**src/rtl/io_pkg.sv**
```systemverilog
// rtl/io_pkg.sv - shared constants and types for the IO-bus UART transmitter
package io_pkg;

    // Default IO port addresses decoded by the transmitter
    localparam logic [15:0] IO_PORT_TX   = 16'h0001;
    localparam logic [15:0] IO_PORT_CTRL = 16'h0002;

    // Bit positions inside a CTRL write
    localparam int CTRL_CLR_OVF = 0;
    localparam int CTRL_FLUSH   = 1;

    typedef enum logic [1:0] {
        IDLE  = 2'd0,
        START = 2'd1,
        DATA  = 2'd2,
        STOP  = 2'd3
    } tx_state_t;

endpackage

```
**src/rtl/sync_fifo.sv**
```systemverilog
// rtl/sync_fifo.sv - single-clock FIFO with push, pop and flush
module sync_fifo #(
    parameter int WIDTH = 8,
    parameter int DEPTH = 4
) (
    input  logic                     clk,
    input  logic                     rst_n,
    input  logic                     push,
    input  logic                     pop,
    input  logic                     flush,
    input  logic [WIDTH-1:0]         din,
    output logic [WIDTH-1:0]         dout,
    output logic [$clog2(DEPTH):0]   count,
    output logic                     full,
    output logic                     empty
);
    localparam int AW = $clog2(DEPTH);

    logic [AW-1:0]    wr_ptr_q, wr_ptr_d;
    logic [AW-1:0]    rd_ptr_q, rd_ptr_d;
    logic [AW:0]      count_q, count_d;
    logic [WIDTH-1:0] mem_q [DEPTH];
    logic [WIDTH-1:0] mem_d [DEPTH];
    logic             do_push, do_pop;

    assign full  = (count_q == (AW+1)'(DEPTH));
    assign empty = (count_q == '0);
    assign count = count_q;
    assign dout  = mem_q[rd_ptr_q];

    // A push into a full FIFO is dropped; flush discards any same-cycle push
    assign do_push = push & ~full & ~flush;
    assign do_pop  = pop & ~empty;

    // Next-state for storage, pointers and occupancy; pointers wrap naturally
    always_comb begin
        mem_d    = mem_q;
        wr_ptr_d = wr_ptr_q;
        rd_ptr_d = rd_ptr_q;
        count_d  = count_q;
        if (do_push) begin
            mem_d[wr_ptr_q] = din;
            wr_ptr_d        = wr_ptr_q + 1'b1;
        end
        if (do_pop) begin
            rd_ptr_d = rd_ptr_q + 1'b1;
        end
        case ({do_push, do_pop})
            2'b10:   count_d = count_q + 1'b1;
            2'b01:   count_d = count_q - 1'b1;
            default: count_d = count_q;
        endcase
        if (flush) begin
            rd_ptr_d = wr_ptr_q;
            count_d  = '0;
        end
    end

    // State registers
    always_ff @(posedge clk or negedge rst_n) begin
        if (!rst_n) begin
            wr_ptr_q <= '0;
            rd_ptr_q <= '0;
            count_q  <= '0;
            for (int i = 0; i < DEPTH; i++) begin
                mem_q[i] <= '0;
            end
        end else begin
            wr_ptr_q <= wr_ptr_d;
            rd_ptr_q <= rd_ptr_d;
            count_q  <= count_d;
            mem_q    <= mem_d;
        end
    end

endmodule

```
**src/rtl/io_uart_tx.sv**
```systemverilog
// rtl/io_uart_tx.sv - memory-mapped 8N1 UART transmitter on the SOC IO bus
module io_uart_tx
    import io_pkg::*;
#(
    parameter int          CLKS_PER_BIT = 16,
    parameter int          FIFO_DEPTH   = 4,
    parameter logic [15:0] PORT_TX      = IO_PORT_TX,
    parameter logic [15:0] PORT_CTRL    = IO_PORT_CTRL
) (
    input  logic        clk,
    input  logic        reset,
    input  logic [15:0] data,
    input  logic [15:0] port,
    input  logic        IOenable,
    input  logic        rw,
    output logic        tx,
    output logic        busy,
    output logic        full,
    output logic        overflow
);
    localparam int              BW        = $clog2(CLKS_PER_BIT);
    localparam int              CW        = $clog2(FIFO_DEPTH) + 1;
    localparam logic [BW-1:0]   BAUD_LAST = BW'(CLKS_PER_BIT - 1);

    logic            wr_tx, wr_ctrl, flush, clr_ovf;
    logic            fifo_pop, fifo_full, fifo_empty;
    logic [7:0]      fifo_dout;
    logic [CW-1:0]   fifo_count;
    logic            unused_data_hi;

    tx_state_t       state_q, state_d;
    logic [BW-1:0]   baud_q, baud_d;
    logic [2:0]      bit_q, bit_d;
    logic [7:0]      shift_q, shift_d;
    logic            tx_q, tx_d;
    logic            ovf_q, ovf_d;

    assign wr_tx          = IOenable & rw & (port == PORT_TX);
    assign wr_ctrl        = IOenable & rw & (port == PORT_CTRL);
    assign flush          = wr_ctrl & data[CTRL_FLUSH];
    assign clr_ovf        = wr_ctrl & data[CTRL_CLR_OVF];
    assign unused_data_hi = ^data[15:8];

    sync_fifo #(
        .WIDTH (8),
        .DEPTH (FIFO_DEPTH)
    ) u_fifo (
        .clk   (clk),
        .rst_n (reset),
        .push  (wr_tx),
        .pop   (fifo_pop),
        .flush (flush),
        .din   (data[7:0]),
        .dout  (fifo_dout),
        .count (fifo_count),
        .full  (fifo_full),
        .empty (fifo_empty)
    );

    assign tx       = tx_q;
    assign full     = fifo_full;
    assign overflow = ovf_q;
    assign busy     = (state_q != IDLE) | (fifo_count != '0);

    // Overflow is sticky; the full flag seen before the edge decides a drop
    always_comb begin
        ovf_d = ovf_q;
        if (wr_tx & fifo_full & ~flush) begin
            ovf_d = 1'b1;
        end
        if (clr_ovf) begin
            ovf_d = 1'b0;
        end
    end

    // Frame sequencer; tx_d is the line level for the state entered at the edge
    always_comb begin
        state_d  = state_q;
        baud_d   = baud_q;
        bit_d    = bit_q;
        shift_d  = shift_q;
        tx_d     = tx_q;
        fifo_pop = 1'b0;
        case (state_q)
            IDLE: begin
                tx_d = 1'b1;
                if (!fifo_empty) begin
                    fifo_pop = 1'b1;
                    shift_d  = fifo_dout;
                    bit_d    = '0;
                    baud_d   = '0;
                    state_d  = START;
                    tx_d     = 1'b0;
                end
            end
            START: begin
                if (baud_q == BAUD_LAST) begin
                    baud_d  = '0;
                    state_d = DATA;
                    tx_d    = shift_q[0];
                end else begin
                    baud_d = baud_q + 1'b1;
                    tx_d   = 1'b0;
                end
            end
            DATA: begin
                if (baud_q == BAUD_LAST) begin
                    baud_d  = '0;
                    shift_d = {1'b0, shift_q[7:1]};
                    if (bit_q == 3'd7) begin
                        state_d = STOP;
                        tx_d    = 1'b1;
                    end else begin
                        bit_d = bit_q + 3'd1;
                        tx_d  = shift_q[1];
                    end
                end else begin
                    baud_d = baud_q + 1'b1;
                    tx_d   = shift_q[0];
                end
            end
            STOP: begin
                tx_d = 1'b1;
                if (baud_q == BAUD_LAST) begin
                    baud_d = '0;
                    if (!fifo_empty) begin
                        fifo_pop = 1'b1;
                        shift_d  = fifo_dout;
                        bit_d    = '0;
                        state_d  = START;
                        tx_d     = 1'b0;
                    end else begin
                        state_d = IDLE;
                    end
                end else begin
                    baud_d = baud_q + 1'b1;
                end
            end
            default: begin
                state_d = IDLE;
                tx_d    = 1'b1;
            end
        endcase
    end

    // Registers; reset aborts any frame and drives the line idle at once
    always_ff @(posedge clk or negedge reset) begin
        if (!reset) begin
            state_q <= IDLE;
            baud_q  <= '0;
            bit_q   <= '0;
            shift_q <= '0;
            tx_q    <= 1'b1;
            ovf_q   <= 1'b0;
        end else begin
            state_q <= state_d;
            baud_q  <= baud_d;
            bit_q   <= bit_d;
            shift_q <= shift_d;
            tx_q    <= tx_d;
            ovf_q   <= ovf_d;
        end
    end

endmodule

```
**config.mk**
```make
export PLATFORM = sky130hd
export DESIGN_NAME = io_uart_tx
export DESIGN_NICKNAME = d
export VERILOG_FILES = /design/src/rtl/io_pkg.sv /design/src/rtl/sync_fifo.sv /design/src/rtl/io_uart_tx.sv
export SDC_FILE = /design/constraint.sdc
export NUM_CORES = 1
export LEC_CHECK = 0
export BUFFER_PORTS_ARGS = -buffer_cell sky130_fd_sc_hd__buf_4
export CORE_MARGIN = 2
export CORE_UTILIZATION = 35
export CTS_CLUSTER_SIZE = 24
export DETAILED_ROUTE_END_ITERATION = 16
export GPL_ROUTABILITY_DRIVEN = 1
export GPL_TIMING_DRIVEN = 1
export PLACE_DENSITY = 0.54
export SYNTH_ARGS = -nofsm -noshare
export SYNTH_HDL_FRONTEND = slang
export SYNTH_SLANG_ARGS = --single-unit
```
**constraint.sdc**
```tcl
create_clock -name clk -period 3.5 [get_ports clk]
set_clock_uncertainty 0.2 [all_clocks]
set_input_delay 0.175 -clock clk [delete_from_list [all_inputs] [get_ports clk]]
set_output_delay 0.175 -clock clk [all_outputs]
set_load 0.01 [all_outputs]
```
Word level (Yosys, flattened, before mapping)
Index checks and enable logic that the tools add are counted.
Storage, ports and cells
  memories: 0
  logic and storage cells: 107
  bits of input ports: 36
  output and inout bits: 4
  RAM bits: 0
  register bits: 58
  bits in latches: 0
  memory bits (read-only): 0
Cells by class
  shift-type cells: 0
  bitwise logic cells: 16
  equal/unequal tests: 16
  multiply operators: 0
  order comparisons: 3
  add/sub/neg operators: 6
  reductions and logical operators: 13
  multiplexer cells: 40
  divide/modulo/power cells: 0
Operator list (count)
  two-way mux 8 bit: 6
  bitwise mux 32 bit: 1
  case mux 8 bit (3 select lines): 1
  binary-select mux 8 bit (select 2 bit): 1
  demux 8 bit (select 2 bit): 1
  == test 16 x 1 -> 1 bit (second input constant): 1
  == test 16 x 2 -> 1 bit (second input constant): 1
  two-way mux 3 bit: 5
  two-way mux 2 bit: 7
  != test 2 bit (second input constant): 6
  AND 1 bit: 10
  two-way mux 1 bit: 10
  case mux 3 bit (3 select lines): 1
  nonzero test 3 bit: 3
  two-way mux 4 bit: 2
  case mux 2 bit (4 select lines): 1
  case mux 4 bit (2 select lines): 1
  adder 3 x 1 -> 3 bit (second input constant): 2
  == test 2 bit (second input constant): 3
  == test 3 bit (second input constant): 2
  greater-or-equal comparator 3 bit (second input constant): 2
  inverter 2 -> 3 bit: 2
  case mux 3 bit (2 select lines): 1
  nonzero test 2 bit: 3
  17 further kinds: 21

Logic depth before layout (Yosys ltp)
Gate-level depths: netlist (run 1).
  depth in word-level cells: 8
  gate-level depth with buffers: 9
  mapped depth without buffers: 9

Modules after synthesis
Synthesis (run 1) repeated with hierarchy kept, for this count alone.
Unflattened totals
  cell total of the unflattened synthesis: 261
  area total of the unflattened synthesis: 3286.9 um^2
By module, submodules not included
  sync_fifo: area an instance 2090.8 um^2, cells each 136, times used 1, sequential area each 975.9 um^2
  io_uart_tx: area an instance 1196.1 um^2, cells each 125, times used 1, sequential area each 476.7 um^2

Worst setup path after synthesis (run 1)
No wires, ideal clock.
  path kind: input to register
  start: input port port[7]
  end: register u_fifo.count_q[2], in the netlist u_fifo.count[2]
  required time: 3226 ps
  path buffers: 1
  setup slack: 719 ps
  data arrival time: 2507 ps
  stages on the path: 8
  library setup time: 74 ps
  cells stage by stage: or4_4 > or4_1 > buf_2 > o21ai_1 > inv_1 > fa_1 > mux4_2 > o21ai_2
Between the ends
  cells in the longest elaborated chain, start to end: 8
  elaborated cells on any way between the ends: 13
  those cells by class: eq/ne: 4; mux: 2; bitwise: 6; reduce/logical: 1
Ends and longest elaborated chain
  start, declared: RTL line io_uart_tx.sv:13  | input logic [15:0] port,
  == test 16 x 2 -> 1 bit: RTL line io_uart_tx.sv:39  | assign wr_ctrl = IOenable & rw & (port == PORT_CTRL);
  AND 1 bit: RTL line io_uart_tx.sv:39
  AND 1 bit: RTL line io_uart_tx.sv:40  | assign flush = wr_ctrl & data[CTRL_FLUSH];
  inverter 1 bit: RTL line sync_fifo.sv:32  | assign do_push = push & ~full & ~flush;
  AND 1 bit: RTL line sync_fifo.sv:32
  == test 2 x 1 -> 1 bit / == test 2 bit (equally long branches): RTL line sync_fifo.sv:48  | case ({do_push, do_pop})
  case mux 3 bit (2 select lines): RTL line sync_fifo.sv:48
  two-way mux 3 bit: RTL line sync_fifo.sv:53  | if (flush) begin
  end signal, assigned: RTL line sync_fifo.sv:71  | count_q <= count_d;
  end, declared: RTL line sync_fifo.sv:21  | logic [AW:0] count_q, count_d;
Parallel ways exist; a longest one is shown, timed or not.
A chain may end at the register's enable or synchronous reset.

Worst setup path in the final report (run 1)
Same ends and word-level chain as after synthesis.

==> results of run 1 <==
[stage by stage]
step / power [mW] / hold slack [ns] / cell area [um2] / util (%) / setup slack, ns
5_1_grt: 2.62 / 0.0511 / 3640 / 44.5 / 0.772
2_1_floorplan: 1.49 / -0.321 / 2950 / - / 0.719
3_5_place_dp: 1.70 / 0.100 / 3280 / 40.1 / 0.501
3_3_place_gp: 1.69 / 0.100 / 3280 / 40.1 / 0.518
6_report: 2.43 / 0.0619 / 3640 / 44.5 / 0.854
4_1_cts: 2.47 / 0.0449 / 3640 / 44.5 / 0.875
[layout by cell type (no fill, tap or decap), types with 4 or more instances in the layout]
cell	Yosys	layout
a21oi_1	6	6
inv_1	9	9
clkbuf_8	0	13
o21ai_0	17	17
dfrtp_1	57	57
buf_4	0	32
nor2_1	18	18
dlygate4sd3_1	0	11
nor3_1	4	4
ha_1	12	12
a31oi_1	7	7
nand2_1	34	34
mux2_2	32	32
mux4_2	9	9
[layout make-up]
type,instances,share of cell area (%)
sequential,58,39.9
inverter,9,0.928
clock buffer,13,4.92
multi-input combinational,181,39.1
tap,105,3.61
timing repair buffer,43,9.63
clock inverter,3,1.89
[power by group]
part / total, mW / internal [mW] / switching (mW)
Combinational: 0.739 / 0.342 / 0.396
Clock: 0.747 / 0.480 / 0.267
Sequential: 0.945 / 0.801 / 0.144
[cells by family after synthesis]
logic type                 after synthesis  share of synthesized area [%]
AOI/OAI and AO/OA                       46                           9.73
xor gates and xnor gates                 3                          0.892
adders and majority gates               13                           5.78
buffers and inverters                   18                           2.34
DFF                                     58                           49.3
muxes                                   41                           19.1
and+or+nand+nor                         78                           12.8
[Yosys cell counts, drive strengths merged]
cell type	number	area share, %
a32oi	1	0.30
a22oi	3	0.76
nand4b	1	0.30
and3	1	0.21
and2	2	0.42
a41oi	1	0.30
nor2b	1	0.21
or3b	1	0.30
o221ai	1	0.30
or4b	2	0.68
or3	2	0.42
xor2	1	0.30
nor2	18	2.3
nand3b	2	0.51
nand2	34	4.3
nor3b	1	0.25
inv	9	1.1
nor3	4	0.68
xnor2	2	0.59
mux2	32	12
a22o	2	0.59
a21oi	6	1.0
buf	2	0.30
a211oi	1	0.25
dfstp	1	0.89
o2bb2ai	1	0.30
o211ai	1	0.25
o21ai	19	3.4
clkbuf	7	0.89
a21o	1	0.25
mux4	9	6.9
a32o	1	0.34
ha	12	5.1
fa	1	0.68
o22ai	1	0.21
nand2b	1	0.21
nand4	1	0.21
dfrtp	57	48
or4	3	1.0
nand3	2	0.34
nor4	2	0.42
a31oi	7	1.5
[worst register-to-register path, stage by stage (launching register included)]
cell and delay, ns:
dfrtp_1 0.41, ha_1 0.26, a41oi_1 0.24, nor3_1 0.07, buf_4 0.17, o21ai_1 0.12, inv_1 0.08, fa_1 0.39
mux4_2 0.44, o21ai_2 0.11
[metal layers]
layer / wire length, um / track usage, %
met1: 2580 / 17.3
met2: 2850 / 22.6
met3: 183 / 4.70
met4: 93 / 7.02
met5: 0 / 0
[how the worst max path moves through the flow]
stage	startpoint	end	slack (ns)	depth (start not counted)
6_report	port[7]	u_fifo.count[2]	0.85	8
5_1_grt	port[7]	u_fifo.count[2]	0.77	8
4_1_cts	port[7]	u_fifo.count[2]	0.88	8
3_5_place_dp	port[7]	u_fifo.count[2]	0.50	8
3_3_place_gp	port[7]	u_fifo.count[2]	0.52	8
2_1_floorplan	port[7]	u_fifo.count[2]	0.72	8
[registers in the layout, indices dropped and copies added (netlist names)]
name             count
shift_q              8
state_q              2
u_fifo.wr_ptr_q      2
u_fifo.mem_q        32
tx                   1
u_fifo.count         3
overflow             1
u_fifo.rd_ptr_q      2
baud_q               4
bit_q                3
==> summary.txt, run 1 <==
Status
  • Status: completed

Logic synthesis
  • Synth cell types: 46
  • Post-Syn Instances: 257
  • Syn_area_per_cell: 11.5 um2
  • Mapped Area: 0.00295 mm2
  • Synthesis Warnings: 0
  • Sequential area share after synthesis: 49.3%
  • Mapped Nets: 306
  • Seq cells post-synth: 58

Die
  • Die X: about 96 um
  • # IOs: 40
  • Core area: between 0.008 and 0.009 mm2
  • Die height: 95.7 um
  • DIE AREA: 0.00917 mm2
  • Number of placement rows: 33
  • Initial cell density of the core: 36.0%

STA
  • Max-slew violation count: 0
  • Setup TNS: 0 ns
  • Final min period: 2.65 ns
  • Measured slew at the worst slew-check pin: approximately 0.76 ns
  • Final worst-path cycle share: between 70 and 80%
  • Max-slew headroom: between 40% and 50%
  • # setup viols final: 0
  • Final Hold Viols: 0
  • Maximum operating frequency: 378 MHz
  • RSZ-0062 raised after global routing: no

Clocking
  • Clk_lat worst skew: approximately 0.35 ns
  • CTS-repair resized insts: 0
  • Clk buf depth: 2
  • Post-CTS Setup Bufs: 0
  • CTS tree: yes
  • CTS H-tree lvls: 3
  • Hold buffers post-CTS: 11
  • Clock-pin slew on the worst setup and hold paths: 0.07 ns
  • CTS Buf Count: 9
  • Clock sinks: 58
  • CTS root buf: clkbuf_8

Drt
  • Post-DR vias/cell: 5.08
  • Wirelength per Cell: about 14 um
  • Pre-antenna DRT Iters: 4
  • WL final: 5710 um
  • Remaining DRCs: 0
  • Vias: 2091
  • Drt initial violations: 45
  • Post-route ant nets: 0

Worst setup path
  • Slowest stage cell on the critical path: or4_1
  • Worst Path Buf+Inv: 2
  • Crit path kind: in2reg
  • Crit-path max cell delay: 0.66 ns
  • Crit path arrival time: 2.73 ns
  • CP max FO: 7
  • Reg2reg end: u_fifo.count[2]
  • Worst setup SP type: input pin
  • Gate family responsible for the most delay along the worst path: simple AND/OR/NAND/NOR gates
  • CP cell instances: buf_4 > or4_4 > or4_1 > o21ai_1 > inv_1 > fa_1 > mux4_2 > o21ai_2
  • Register-to-Register Path Depth: 9
  • Reg-to-reg slack, setup: 0.95 ns
  • Worst reg2reg startpoint: state_q[1]
  • CP endpoint kind: register
  • WP data required: 3.58 ns

Placed design
  • PortBufs: 31
  • Final GP Congestion: 0.718
  • Post-DP HPWL: 3860 um
  • Placed insts: 385

Global routing
  • First-pass GRT wire length: about 9700 um
  • Initial antenna violation count: 0
  • Largest net degree at the start of global routing: 59
  • Global Route Usage Sum: 14.2%
  • GRT overflow: 0
  • Vias in the first global route: 2072

Flow run
  • Max Cap Viol: 0

Min path
  • HP Class: in2reg
  • Hold_sp: port[1]
  • Hold endpoint: u_fifo.count[2]
  • Worst Hold Path Cells: 4

Cells and area
  • Nets: 351
  • Layout cells sized above 1: between 30% and 40%
  • Reg area: approximately 0.0015 mm2
  • Ant diodes: 0
  • Multi-input gate area: 0.00142 mm2
  • Fin cells: ~400
  • Fillers: between 700 and 800
  • Area Overhead vs Synth: 23.6%

Power and ir drop
  • Leakage: 1.68 nW
  • VDD IR max: roughly 0.26 mV
  • PD cells: between 600 and 700 mW/mm2
(Power assumes the default switching activity.)
==> run 2, diff against run 1 <==
- clock period: 3.5 -> 2.5 ns (I/O delays scaled with it)
==> run 2 against run 1 <==
Effect of this change:
- combinational power increased by 69%
- sequential cell count unchanged
- sequential power increased by 38%
- global-route usage increased by 0.16 points
- register-to-register slack got worse by 0.81 ns
- design area increased by 4.0%
- worst hold slack improved by 0.12 ns
- critical path depth decreased by 1
- cell count increased by 6.3%
- critical path type is now reg2reg
- largest cell class unchanged
==> summary.txt, run 2 (synthesis results as in run 1) <==
Cells and area
  • Nets: 377
  • Ant diodes: 0
  • Largest regs: u_fifo.mem_q (32), shift_q (8), baud_q (4)
  • Post-route cell area: 0.00378 mm2
  • Multi-input gate area: ~0.0014 mm2
  • Commonest non-fill, non-tap cells in the layout: dfrtp_1 (57), buf_4 (57), nand2_1 (34)
  • Fillers: between 700 and 800
  • Fin cells: 438
  • Largest Register: u_fifo.mem_q
  • Utilization after layout: 46.3%
  • Max reg flops: 32
  • Layout cells sized above 1: 36.9%
  • Reg area: 0.00145 mm2
  • Area Overhead vs Synth: 28.5%

Worst setup path
  • Worst Path Buf+Inv: 1
  • Reg2reg end: u_fifo.count[2]
  • Crit-path max cell delay: 0.47 ns
  • CP max FO: 7
  • CP Launch Point: state_q[0]
  • WP data required: 2.56 ns
  • CP endpoint kind: register
  • Worst reg2reg startpoint: state_q[0]
  • Crit path kind: reg2reg
  • Crit path arrival time: 2.43 ns
  • CP cell instances: ha_1 > a41oi_1 > nor3_2 > buf_4 > or3_1 > mux4_2 > o21ai_2
  • Reg-to-reg slack, setup: 0.14 ns
  • Gate family responsible for the most delay along the worst path: simple AND/OR/NAND/NOR gates
  • Worst setup SP type: register
  • Register-to-Register Path Depth: 7
  • Slowest stage cell on the critical path: mux4_2

Drt
  • Pre-antenna DRT Iters: 4
  • Wirelength per Cell: roughly 14 um
  • Post-DR vias/cell: approximately 4.9
  • Vias: 2156
  • Remaining DRCs: 0
  • WL final: a little under 6000 um
  • Drt initial violations: 86
  • Post-route ant nets: 0

Die
  • DIE AREA: 0.00917 mm2
  • # IOs: 40
  • Initial cell density of the core: between 30% and 40%
  • Die X: 95.7 um
  • Number of placement rows: 33
  • Die height: 95.7 um
  • Core area: 0.00818 mm2

STA
  • Maximum operating frequency: around 420 MHz
  • Max-slew headroom: 51.2%
  • Max-slew violation count: 0
  • Final Hold Viols: 0
  • Final min period: 2.36 ns
  • Final worst-path cycle share: between 90% and 100%
  • WHS: 0.180 ns
  • Setup TNS: 0 ns
  • # setup viols final: 0
  • RSZ-0062 raised after global routing: no
  • Measured slew at the worst slew-check pin: 0.731 ns
  • Final worst slack: 0.137 ns

Placed design
  • PortBufs: 31
  • Final GP Congestion: about 0.77
  • Post-DP HPWL: ~4100 um
  • Cell Area, Placed: 0.00347 mm2
  • Placed insts: roughly 400
  • Setup WS pre-CTS: -0.208 ns

Min path
  • Hold_sp: port[13]
  • HP Class: in2reg
  • Worst Hold Path Cells: 6
  • Hold endpoint: overflow

Clocking
  • CTS tree: yes
  • Clock sinks: between 50 and 60
  • CTS Buf Count: 9
  • CTS root buf: clkbuf_8
  • Clk buf depth: 2
  • Clock-pin slew on the worst setup and hold paths: 0.07 ns
  • Clk_lat worst skew: around 0.33 ns
  • CTS H-tree lvls: 3

Global routing
  • First-pass GRT wire length: 10000 um
  • Vias in the first global route: 2098
  • GRT overflow: 0
  • Initial antenna violation count: 0
  • Global Route Usage Sum: between 10 and 15%
  • Largest net degree at the start of global routing: 59

Status
  • Status: completed

Flow run
  • Max Cap Viol: 0

Power and ir drop
  • Power, Total: 3.33 mW
  • PD cells: approximately 900 mW/mm2
  • Leakage: 1.76 nW
  • VDD IR max: 0.309 mV
run 2: final cells by class:
type                       instances  area share [%]
sequential                        58            38.4
multi-input combinational        181            38.0
timing repair buffer              69            14.5
clock buffer                      10            3.64
tap                              105            3.47
clock inverter                     6            1.12
inverter                           9           0.893
run 2: worst register-to-register path, stage by stage, from the launching register on:
cell and delay, ns:
dfrtp_1 0.40, ha_1 0.22, a41oi_1 0.25, nor3_2 0.09
buf_4 0.17, or3_1 0.39, mux4_2 0.47, o21ai_2 0.11
run 2: how the worst max path moves through the flow:
stage | end | slack [ns] | cells past startpoint
2_1_floorplan | u_fifo.count[2] | -0.16 | 8
3_3_place_gp | u_fifo.count[2] | -0.19 | 8
3_5_place_dp | u_fifo.count[2] | -0.21 | 8
4_1_cts | u_fifo.count[2] | 0.07 | 8
5_1_grt | u_fifo.count[2] | 0.002 | 7
6_report | u_fifo.count[2] | 0.14 | 7
run 2: repair_timing:
action                                 4_1_cts  5_1_grt
resized for setup                            0        1
buffers inserted                             0        1
endpoints found under the hold margin       90        0
hold buffers                                12        0
setup endpoints to repair                    0        1
run 2: per-layer routing:
metal / track usage [%] / wire [um] / vias up / part of all wire (%)
li1: - / - / 1074 / -
met1: 18.6 / 2800 / 1057 / 47
met2: 23.0 / 2940 / 21 / 50
met3: 3.99 / 139 / 4 / 2.3
met4: 5.24 / 51 / 0 / 0.86
met5: 0 / 0 / - / 0
run 2: power by group:
part,switching [mW],internal [mW]
combinational,0.626,0.625
sequential,0.184,1.12
clock,0.387,0.385
